===== src/rtl/imem_program_loader_if.sv =====
// rtl/imem_program_loader_if.sv - byte stream in and instruction-memory write port out of the program loader
// master: the loader (consumes bytes, drives wr/addr/data_in); slave: stream source and memory side.
interface imem_program_loader_if #(
   parameter int ADDR_W = 12
);
   logic              byte_valid;
   logic [7:0]        byte_data;
   logic              byte_ready;
   logic              wr;
   logic [ADDR_W-1:0] addr;
   logic [31:0]       data_in;

   modport master (
      input  byte_valid, byte_data,
      output byte_ready, wr, addr, data_in
   );

   modport slave (
      output byte_valid, byte_data,
      input  byte_ready, wr, addr, data_in
   );
endinterface


===== src/rtl/imem_program_loader.sv =====
// rtl/imem_program_loader.sv - packs a byte stream little-endian into words and writes them to instruction memory
// Optional trailing XOR checksum byte when IMEM_LOADER_CHECKSUM_EN is defined.
module imem_program_loader #(
   parameter int ADDR_W    = 12,
   parameter int ADDR_STEP = 4,
   parameter int CNT_W     = 10
) (
   input  logic                   clock,
   input  logic                   reset,
   input  logic                   load_start,
   input  logic [ADDR_W-1:0]      load_base,
   input  logic [CNT_W-1:0]       load_words,
   imem_program_loader_if.master  bus,
   output logic                   cpu_hold,
   output logic                   busy,
   output logic                   load_done,
   output logic                   load_error
);

   typedef enum logic [2:0] {
      S_IDLE,
      S_COLLECT,
      S_WRITE,
`ifdef IMEM_LOADER_CHECKSUM_EN
      S_CHECK,
`endif
      S_DONE
   } state_t;

   // State entered once the last payload word is written (or immediately for an empty load).
`ifdef IMEM_LOADER_CHECKSUM_EN
   localparam state_t S_FINAL = S_CHECK;
`else
   localparam state_t S_FINAL = S_DONE;
`endif

   state_t            state_q, state_d;
   logic [ADDR_W-1:0] addr_q;
   logic [31:0]       data_q;
   logic [CNT_W-1:0]  cnt_q;
   logic [1:0]        idx_q;
   logic              ready;
   logic              accept;

   assign accept = bus.byte_valid && ready;

   always_comb begin
      state_d = state_q;
      ready   = 1'b0;
      case (state_q)
         S_IDLE: begin
            if (load_start)
               state_d = (load_words == '0) ? S_FINAL : S_COLLECT;
         end
         S_COLLECT: begin
            ready = 1'b1;
            if (accept && idx_q == 2'd3)
               state_d = S_WRITE;
         end
         S_WRITE: begin
            state_d = (cnt_q == CNT_W'(1)) ? S_FINAL : S_COLLECT;
         end
`ifdef IMEM_LOADER_CHECKSUM_EN
         S_CHECK: begin
            ready = 1'b1;
            if (accept)
               state_d = S_DONE;
         end
`endif
         S_DONE: begin
            state_d = S_IDLE;
         end
         default: begin
            state_d = S_IDLE;
         end
      endcase
   end

`ifdef IMEM_LOADER_CHECKSUM_EN
   logic [7:0] csum_q;
   logic       err_q;

   always_ff @(posedge clock) begin
      if (reset) begin
         csum_q <= 8'h00;
         err_q  <= 1'b0;
      end else begin
         if (state_q == S_IDLE && load_start) begin
            csum_q <= 8'h00;
            err_q  <= 1'b0;
         end else if (state_q == S_COLLECT && accept) begin
            csum_q <= csum_q ^ bus.byte_data;
         end else if (state_q == S_CHECK && accept) begin
            err_q <= (bus.byte_data != csum_q);
         end
      end
   end

   assign load_error = err_q;
`else
   assign load_error = 1'b0;
`endif

   always_ff @(posedge clock) begin
      if (reset) begin
         state_q <= S_IDLE;
         addr_q  <= '0;
         data_q  <= '0;
         cnt_q   <= '0;
         idx_q   <= 2'd0;
      end else begin
         state_q <= state_d;
         case (state_q)
            S_IDLE: begin
               if (load_start) begin
                  addr_q <= load_base;
                  cnt_q  <= load_words;
                  idx_q  <= 2'd0;
               end
            end
            S_COLLECT: begin
               if (accept) begin
                  data_q[{idx_q, 3'b000} +: 8] <= bus.byte_data;
                  idx_q                        <= idx_q + 2'd1;
               end
            end
            S_WRITE: begin
               // Wraps modulo 2^ADDR_W by width truncation.
               addr_q <= addr_q + ADDR_W'(ADDR_STEP);
               cnt_q  <= cnt_q - CNT_W'(1);
            end
            default: begin
            end
         endcase
      end
   end

   assign bus.byte_ready = ready;
   assign bus.wr         = (state_q == S_WRITE);
   assign bus.addr       = addr_q;
   assign bus.data_in    = data_q;
   assign busy           = (state_q != S_IDLE) && (state_q != S_DONE);
   assign cpu_hold       = busy;
   assign load_done      = (state_q == S_DONE);

endmodule

===== src/flat_wrapper.sv =====
// flat-port wrapper written by rule: the top's interface ports become plain ports
module imem_program_loader_flat 
#(
   parameter int ADDR_W    = 12,
   parameter int ADDR_STEP = 4,
   parameter int CNT_W     = 10
)
  (clock, reset, load_start, load_base, load_words, cpu_hold, busy, load_done, load_error, bus_byte_valid, bus_byte_data, bus_byte_ready, bus_wr, bus_addr, bus_data_in);
  imem_program_loader_if #(.ADDR_W(ADDR_W)) bus_i ();
  input  logic clock;
  input  logic reset;
  input  logic load_start;
  input  logic [ADDR_W-1:0] load_base;
  input  logic [CNT_W-1:0] load_words;
  output logic cpu_hold;
  output logic busy;
  output logic load_done;
  output logic load_error;
  input wire logic [$bits(bus_i.byte_valid)-1:0] bus_byte_valid;
  input wire logic [$bits(bus_i.byte_data)-1:0] bus_byte_data;
  output wire logic [$bits(bus_i.byte_ready)-1:0] bus_byte_ready;
  output wire logic [$bits(bus_i.wr)-1:0] bus_wr;
  output wire logic [$bits(bus_i.addr)-1:0] bus_addr;
  output wire logic [$bits(bus_i.data_in)-1:0] bus_data_in;
  assign bus_i.byte_valid = bus_byte_valid;
  assign bus_i.byte_data = bus_byte_data;
  assign bus_byte_ready = bus_i.byte_ready;
  assign bus_wr = bus_i.wr;
  assign bus_addr = bus_i.addr;
  assign bus_data_in = bus_i.data_in;
  imem_program_loader #(.ADDR_W(ADDR_W), .ADDR_STEP(ADDR_STEP), .CNT_W(CNT_W)) u_core (.clock(clock), .reset(reset), .load_start(load_start), .load_base(load_base), .load_words(load_words), .bus(bus_i), .cpu_hold(cpu_hold), .busy(busy), .load_done(load_done), .load_error(load_error));
endmodule

===== config.mk =====
export PLATFORM = sky130hd
export DESIGN_NAME = imem_program_loader_flat
export DESIGN_NICKNAME = d
export VERILOG_FILES = /design/src/rtl/imem_program_loader_if.sv /design/src/rtl/imem_program_loader.sv /design/src/flat_wrapper.sv
export SDC_FILE = /design/constraint.sdc
export NUM_CORES = 1
export LEC_CHECK = 0
export CAP_MARGIN = 15
export CORE_ASPECT_RATIO = 1.2
export CORE_UTILIZATION = 47
export DETAILED_ROUTE_END_ITERATION = 12
export GPL_ROUTABILITY_DRIVEN = 0
export PLACE_DENSITY_LB_ADDON = 0.25
export SKIP_CTS_REPAIR_TIMING = 1
export SLEW_MARGIN = 15
export SYNTH_ARGS = -nofsm -noshare
export SYNTH_HDL_FRONTEND = slang
export SYNTH_SLANG_ARGS = --single-unit

===== constraint.sdc =====
create_clock -name clock -period 2.7 [get_ports clock]
set_clock_uncertainty 0.1 [all_clocks]
set_input_delay 0.54 -clock clock [delete_from_list [all_inputs] [get_ports clock]]
set_output_delay 0.54 -clock clock [all_outputs]
set_load 0.005 [all_outputs]

# == Word level (Yosys, flattened, before mapping) ==
# Index checks and enable logic that the tools add are counted.
# op_classes
addsub,4
eq_ne,9
muxes,14
shift,2
reduce_logical,12
# ops
operator,n
bitwise mux 32 bit,1
variable shift 8 x 7 -> 32 bit (first input constant),1
variable part select 8 x 7 -> 32 bit,1
case mux 12 bit (2 select lines),1
case mux 10 bit (2 select lines),1
adder 12 x 3 -> 12 bit (second input constant),1
2-to-1 mux 12 bit,1
== test 10 x 1 -> 1 bit (second input constant),1
logical NOT 10 bit,1
2-to-1 mux 10 bit,1
subtractor 10 x 1 -> 10 bit (second input constant),1
case mux 3 bit (3 select lines),1
2-to-1 mux 2 bit,4
negator 5 -> 7 bit,1
== test 3 x 2 -> 1 bit (second input constant),2
2-to-1 mux 3 bit,2
AND reduction 2 bit,3
inequality test 2 x 1 -> 1 bit (second input constant),2
case mux 2 bit (2 select lines),1
nonzero test 2 bit,2
== test 3 x 1 -> 1 bit (second input constant),1
logical AND 1 bit,3
logical NOT 3 bit,1
inequality test 3 x 2 -> 1 bit (second input constant),1
other kinds (6),6
# word_totals
inputBits,34
word_cells,46
ff_bits,59

# == Logic depth before layout (Yosys ltp) ==
# Gate-level depths: netlist of the first run.
# logic_depth
ltp_word,6
depth_mapped,9

# == Worst setup path after synthesis of the first run ==
# Ideal clock, no wire load.
# synth_path
path_type,reg2reg
from,register u_core.idx_q[0]
to,"register u_core.data_q[24], in the netlist u_core.bus.data_in[24]"
setup_time_ns,0.068
arrival_ns,1.884
path_stages_with_launch,6
setup_slack_ns,0.647
path_buffers,0
cell_sequence,dfxtp_1 inv_1 ha_1 nor4_1 a22oi_1 nor2_1
# synth_between
elab_chain_cells,3
word_cells_on_any_way,4
cone_classes,add/sub (1); shift (2); mux (1)
# synth_rtl
item,line,rtl
start: declaration,imem_program_loader.sv:41,logic [1:0] idx_q;
start signal: assignment,imem_program_loader.sv:124,idx_q <= idx_q + 2'd1;
negator 5 -> 7 bit *,imem_program_loader.sv:123,"data_q[{idx_q, 3'b000} +: 8] <= bus.byte_data;"
variable part select 8 x 7 -> 32 bit / variable shift 8 x 7 -> 32 bit (equally long branches),imem_program_loader.sv:123,
bitwise mux 32 bit *,imem_program_loader.sv:123,
end signal: indexed assignment,imem_program_loader.sv:123,
end: declaration,imem_program_loader.sv:39,logic [31:0] data_q;
# Every way passes the cells marked *; elsewhere a longest branch is shown, timed or not.
# A chain may end at the register's enable or synchronous reset.

# == Worst setup path in the final report of the first run ==
# layout_path
from,register u_core.state_q[1]
to,output port bus_byte_ready
# layout_between
elab_chain_cells,2
# layout_rtl
item,line,rtl
start: declaration,imem_program_loader.sv:37,"state_t state_q, state_d;"
start signal: assignment,imem_program_loader.sv:112,state_q <= state_d;
== test 3 x 1 -> 1 bit,imem_program_loader.sv:50,case (state_q)
2-to-1 mux 1 bit,imem_program_loader.sv:50,
end: declaration,flat_wrapper.sv:21,output wire logic [$bits(bus_i.byte_ready)-1:0] bus_byte_ready;
# No other way between the ends.

==> results of run 1 <==
Yosys cell counts, types with 2 or more instances:
library cell and number:
sky130_fd_sc_hd__buf_4 3, sky130_fd_sc_hd__dfxtp_1 58, sky130_fd_sc_hd__nor4b_2 3, sky130_fd_sc_hd__nand3_2 4, sky130_fd_sc_hd__a22oi_1 35, sky130_fd_sc_hd__buf_2 3, sky130_fd_sc_hd__a311oi_1 2, sky130_fd_sc_hd__o31ai_1 2
sky130_fd_sc_hd__o2bb2ai_1 7, sky130_fd_sc_hd__o32ai_1 2, sky130_fd_sc_hd__o31a_1 2, sky130_fd_sc_hd__buf_1 5, sky130_fd_sc_hd__nor2_1 57, sky130_fd_sc_hd__mux2i_1 3, sky130_fd_sc_hd__clkbuf_1 9, sky130_fd_sc_hd__and3_1 2
sky130_fd_sc_hd__nand4_1 2, sky130_fd_sc_hd__a21oi_1 17, sky130_fd_sc_hd__nor3_1 7, sky130_fd_sc_hd__inv_1 9, sky130_fd_sc_hd__o21ai_0 15, sky130_fd_sc_hd__mux2_2 2, sky130_fd_sc_hd__ha_1 12, sky130_fd_sc_hd__nor3b_1 4
sky130_fd_sc_hd__or3_4 2, sky130_fd_sc_hd__nand2_1 18, sky130_fd_sc_hd__a21o_1 2, sky130_fd_sc_hd__a211oi_1 5, sky130_fd_sc_hd__nand3_1 4, sky130_fd_sc_hd__nand2b_1 5, sky130_fd_sc_hd__nor4_1 7, sky130_fd_sc_hd__nor2b_1 5
sky130_fd_sc_hd__a31oi_1 2
placed cells by master (no fill, tap or decap), types with 3 or more instances in the layout:
cell type / instances
sky130_fd_sc_hd__nor4b_2: 3
sky130_fd_sc_hd__clkdlybuf4s50_1: 81
sky130_fd_sc_hd__nand3_1: 4
sky130_fd_sc_hd__nor3_1: 7
sky130_fd_sc_hd__a211oi_1: 5
sky130_fd_sc_hd__nand3_2: 4
sky130_fd_sc_hd__nand2b_1: 5
sky130_fd_sc_hd__mux2i_1: 3
sky130_fd_sc_hd__buf_4: 11
sky130_fd_sc_hd__ha_1: 12
sky130_fd_sc_hd__inv_1: 9
sky130_fd_sc_hd__o21ai_0: 15
sky130_fd_sc_hd__a21oi_1: 17
sky130_fd_sc_hd__nor3b_1: 4
sky130_fd_sc_hd__nor4_1: 7
sky130_fd_sc_hd__o2bb2ai_1: 7
sky130_fd_sc_hd__nand2_1: 18
sky130_fd_sc_hd__a22oi_1: 35
sky130_fd_sc_hd__dfxtp_1: 58
sky130_fd_sc_hd__nor2_1: 57
sky130_fd_sc_hd__clkbuf_8: 9
sky130_fd_sc_hd__nor2b_1: 5
metal layers:
metal	GRT usage	up-vias	wire length (um)
met5	0	-	0
met4	0.111	0	186
met3	0.0787	20	575
met2	0.428	134	3710
met1	0.285	1340	3200
li1	-	1372	-
worst paths after layout:
check / startpoint / to / depth (start not counted)
setup / recovery: u_core.state_q[1] / bus_byte_ready / 3
hold / removal: u_core.cnt_q[8] / u_core.cnt_q[8] / 2
hold reg to reg: u_core.cnt_q[8] / u_core.cnt_q[8] / 2
setup reg to reg: u_core.state_q[1] / u_core.bus.addr[10] / 7
critical path, cell delays in order (launching register included):
cell and delay (ns):
sky130_fd_sc_hd__dfxtp_1 0.35, sky130_fd_sc_hd__inv_1 0.09, sky130_fd_sc_hd__ha_1 0.44, sky130_fd_sc_hd__clkdlybuf4s50_1 0.60
report_power, final:
| group | leakage (nW) | switching (mW) | internal (mW) | total, mW |
|---|---|---|---|---|
| Clock | 0.107 | 0.364 | 0.523 | 0.887 |
| Combinational | 0.815 | 0.717 | 0.655 | 1.37 |
| Sequential | 0.472 | 0.178 | 1.00 | 1.18 |
cell families after synthesis:
family	share of synthesized area
simple gates	0.233
compound gates	0.238
flops	0.412
buf+inv	0.0439
fa+ha+maj	0.0532
mux	0.0186
other cells	0.00133
final cells by class:
| class | count | share of cell area |
|---|---|---|
| multi-input combinational | 241 | 0.389 |
| sequential | 58 | 0.294 |
| timing repair buffer | 93 | 0.228 |
| clock buffer | 10 | 0.0323 |
| tap | 80 | 0.0254 |
| clock inverter | 6 | 0.0228 |
| inverter | 9 | 0.00856 |
registers in the layout (all words and copies together) (netlist names):
name	flops
u_core.idx_q	2
u_core.bus.addr	12
u_core.state_q	2
u_core.cnt_q	10
u_core.bus.data_in	32
per-stage QoR:
step           setup slack [ns]   util
5_1_grt                   0.136  0.692
3_5_place_dp              0.364  0.654
4_1_cts                   0.242  0.692
2_1_floorplan             0.647      -
6_report                  0.245  0.692
3_3_place_gp              0.430  0.654
==> run metrics, run 1 <==
die boundary width 72.7 um; Port Buffer Count 82; Clk pin slew, worst setup/hold paths 0.07 ns; Root Buffer Master sky130_fd_sc_hd__clkbuf_8; setup slack, reg-to-reg 0.49 ns; proportion of register bits with asynchronous set or reset after synthesis 0; TritonCTS clock tree yes; non-filler cells, final 497; worst hold slack 0.381 ns; Post-Synthesis Mean Instance Area 8.60 um^2; Total Routed Length 7670 um; largest net degree at the start of global routing 34; full die area 6320 um^2; final max-slew violation count 0; normalized max-slew margin 0.646; area inside the core boundary 5710 um^2; count of pins on the block boundary 84; worst IR drop on VDD 0.000437 V; DRC violations left 0; library cell with the largest summed area after synthesis sky130_fd_sc_hd__dfxtp_1; total standard cell area after synthesis 2820 um^2; overflow left after global routing 0; detailed placement HPWL 5310 um; number of clock buffers inserted by TritonCTS 9; average routed wire per standard cell 15.4 um; combined area of the multi-input logic cells 1540 um^2; area taken by flip-flops and latches 1160 um^2; Hold/Removal Path Class reg2reg; P&R area growth vs syn 39.9%; number of fillers in the final layout 492; wire length of the first global-routing pass 12300 um; CP Launch Type register; slew of the pin with the lowest slew margin 0.530 ns; post-synth top area share 0.412; drt first-iter violations 251; type of the worst setup path reg2out; vias per inst 5.77; Synth area leaders sky130_fd_sc_hd__dfxtp_1 41%, sky130_fd_sc_hd__a22oi_1 9.3%, sky130_fd_sc_hd__nor2_1 7.6%; Yosys warnings 0; cell area after layout 3950 um^2; Data arrival, critical path 1.81 ns; Synth cell types 46; required time worst endpoint 2.06 ns; number of instances in the synthesized netlist 328; Power Dens Cells 872 nW/um^2; Fin Setup TNS 0 ns; run status completed; global-route usage over all layers 0.251; count of nets after finishing 458; Cell Count Post-Placement 481; worst-skew pair later-pin latency 0.33 ns; flip-flop cell with the highest count after synthesis sky130_fd_sc_hd__dfxtp_1; number of antenna violations at the first check in global routing 0; layout cells sized above 1 0.0959; flip-flop and latch count after synthesis 58; Placement Cell Area 3730 um^2; proportion of synthesized chip area in sequential cells 0.412; diode count 0; RSZ-0062 raised after global routing false; achievable clock frequency 407 MHz; fin crit period 2.45 ns; num rows 30; number of iterations in the first detailed-routing pass 6; number of endpoints with negative hold slack in the final report 0; maximum level of the CTS H-tree 3; net count after synthesis 374; fraction of the cycle the final worst path needs 0.909; largest fanout on the critical path 12; number of endpoints failing setup at the final stage 0; clock sink count 58; vias in the first global route 2737; CP Capture Type primary output; via count 2866; Antenna Violating Nets Remaining 0; die height 86.9 um; count of max-cap constraint violations 0; maximum root-to-sink buffer count 2; post-layout total power 3.44 mW; number of enable-type register cells in the synthesized netlist 0; starting density of the core 0.494; leak pwr 1.39 nW
(Power assumes the default switching activity.)
==> run 2: changes to the inputs <==
--- a/config.mk
+++ b/config.mk
@@ -7,5 +7,4 @@
 export LEC_CHECK = 0
 export CAP_MARGIN = 15
-export CORE_ASPECT_RATIO = 1.2
 export CORE_UTILIZATION = 47
 export DETAILED_ROUTE_END_ITERATION = 12
==> constraint.sdc (replaced) <==
create_clock -name clock -period 2.7 [get_ports clock]
set_clock_uncertainty 0.1 [all_clocks]
set_input_delay 0.405 -clock clock [delete_from_list [all_inputs] [get_ports clock]]
set_output_delay 0.405 -clock clock [all_outputs]
set_load 0.005 [all_outputs]
==> run 2 against run 1 <==
  * Die area barely moved
  * Total power fell by 2.0%
  * Clock-buffer cell count rose by 3
  * Cell count fell by 1.8%
  * Design area fell by 0.60%
  * Critical path depth did not move
  * Flip-flop and latch count did not move
  * Core utilization rose by 0.36 points
  * Fmax rose by 7.9%
  * Combinational power barely moved
  * Clock power fell by 7.8%
  * Setup slack improved by 0.18 ns
==> run metrics, run 2 (synthesis results as in run 1) <==
run status completed; slew of the pin with the lowest slew margin 0.625 ns (+0.0948 ns); maximum root-to-sink buffer count 2 (unchanged); worst IR drop on VDD 0.000558 V (+28%); number of iterations in the first detailed-routing pass 4 (-2); RSZ-0062 raised after global routing false; vias per inst 5.82 (+0.96%); count of max-cap constraint violations 0 (unchanged); die boundary width 79.5 um (+9.3%); capturing instance or port of the critical path bus_byte_ready; Port Buffer Count 82 (unchanged); count of pins on the block boundary 84 (unchanged); most frequent cells in the layout 81 x sky130_fd_sc_hd__clkdlybuf4s50_1, 58 x sky130_fd_sc_hd__dfxtp_1, 57 x sky130_fd_sc_hd__nor2_1; combined area of the multi-input logic cells 1540 um^2 (unchanged); post-route core utilization 0.695 (+0.00361); diode count 0 (unchanged); overflow left after global routing 0 (unchanged); clock sink count 58 (unchanged); count of nets after finishing 458 (unchanged); vias in the first global route 2717 (-0.73%); CP Capture Type primary output; slowest CP cell sky130_fd_sc_hd__clkdlybuf4s50_1; layout cells sized above 1 0.0938 (-0.00217); drt first-iter violations 198 (-21%); Total Routed Length 7720 um (+0.55%); die height 79.5 um (-8.5%); Worst Setup SP u_core.state_q[1]; num rows 27 (-10%); normalized max-slew margin 0.583 (-0.0632); largest fanout on the critical path 12 (unchanged); delay contributed by the slowest stage of the critical path 0.59 ns (about the same); wire length of the first global-routing pass 12800 um (+3.5%); Power Dens Cells 860 nW/um^2 (-1.4%); type of the worst setup path reg2out; number of clock buffers inserted by TritonCTS 9 (unchanged); number of endpoints with negative hold slack in the final report 0 (unchanged); largest net degree at the start of global routing 34 (unchanged); GR peak layer met2; met3 capacity usage during global routing 0.0949 (+0.0162); Antenna Violating Nets Remaining 0 (unchanged); average routed wire per standard cell 15.8 um (+2.4%); CP Launch Type register; endpoint of the worst-slack reg-to-reg timing path u_core.state_q[1]; maximum level of the CTS H-tree 3 (unchanged); achievable clock frequency 440 MHz (+7.9%); fin crit period 2.28 ns (-0.179 ns); global-route usage over all layers 0.260 (+0.00933); post-layout total power 3.37 mW (-2.0%); required time worst endpoint 2.19 ns (+0.13 ns); number of antenna violations at the first check in global routing 0 (unchanged); P&R area growth vs syn 39.1%; starting density of the core 0.500 (+0.00559); full die area 6310 um^2 (about the same); via count 2841 (-0.87%); detailed placement HPWL 5430 um (+2.2%); TritonCTS clock tree yes; number of fillers in the final layout 449 (-8.7%); leak pwr 1.39 nW (about the same); DRC violations left 0 (unchanged); Root Buffer Master sky130_fd_sc_hd__clkbuf_8; ordered list of cells on the worst path inv_1 -> ha_1 -> clkdlybuf4s50_1; leading cell type in the layout, fill and taps excluded sky130_fd_sc_hd__clkdlybuf4s50_1; r2r worst-path depth 6 (-1); fraction of the cycle the final worst path needs 0.843 (-0.0664); global routing usage on met1 0.310 (+0.0253); final max-slew violation count 0 (unchanged); worst hold slack 0.391 ns (+0.0105 ns); Data arrival, critical path 1.77 ns (-0.04 ns); global routing met2 resource utilization 0.424 (-0.00428); Largest register FFs 32 (unchanged); Critical R2R Launch u_core.state_q[0]; area taken by flip-flops and latches 1160 um^2 (unchanged); worst-skew pair later-pin latency 0.33 ns (about the same); Hold/Removal Path Class reg2reg; setup slack, reg-to-reg 0.58 ns (+0.09 ns); Clk pin slew, worst setup/hold paths 0.06 ns (about the same); area inside the core boundary 5640 um^2 (-1.1%); Fin Setup TNS 0 ns (unchanged); number of endpoints failing setup at the final stage 0 (unchanged)
[run 2: cell types whose count changed in the layout (fill, tap and decap cells not counted), sizes merged]
cell      delta
clkbuf       +3
clkinvlp     -1
inv          -1
clkinv       -1
bufinv       -1
[run 2: through the flow]
| step | std cells | area (um^2) | setup slack (ns) |
|---|---|---|---|
| after detailed placement | 473 | 3720 | 0.424 |
| after global placement | 473 | 3720 | 0.468 |
| final | 488 | 3920 | 0.425 |
| after global routing | 488 | 3920 | 0.306 |
| after CTS | 488 | 3920 | 0.406 |
| after floorplan | 328 | 2820 | 0.647 |
[run 2: cell type report]
| class | instances | share of cell area |
|---|---|---|
| clock buffers | 13 | 0.0431 |
| clock inverters | 2 | 0.00893 |
| inverters | 9 | 0.00861 |
| multi-input cells | 241 | 0.391 |
| flip-flops and latches | 58 | 0.296 |
| well taps | 72 | 0.0230 |
| repair buffers | 93 | 0.229 |
[run 2: how the worst min path moves through the flow]
stage                        from                 end  slack, ns  cells after the start
6_report       u_core.bus.addr[1]  u_core.bus.addr[1]       0.39                      2
5_1_grt           u_core.cnt_q[8]     u_core.cnt_q[8]       0.41                      2
4_1_cts        u_core.bus.addr[1]  u_core.bus.addr[1]       0.39                      2
3_5_place_dp   u_core.bus.addr[1]  u_core.bus.addr[1]       0.38                      2
3_3_place_gp   u_core.bus.addr[1]  u_core.bus.addr[1]       0.37                      2
2_1_floorplan     u_core.cnt_q[8]     u_core.cnt_q[8]       0.35                      2
[run 2: worst max-delay path, delay by kind of cell, from the launching register on]
kind	cells	cell delay [ns]
fa+ha+maj	1	0.44
buf+inv	2	0.67
flops	1	0.33
[run 2: metal layers]
metal,routed length (um),share of wire,vias to the layer above
li1,-,-,1369
met1,3330,0.43,1345
met2,3680,0.48,113
met3,576,0.075,14
met4,131,0.017,0
met5,0,0,-
[run 2: power by group]
part,switching (mW),internal [mW]
clock network,0.322,0.496
registers,0.169,1.00
logic,0.726,0.655
total,1.22,2.16
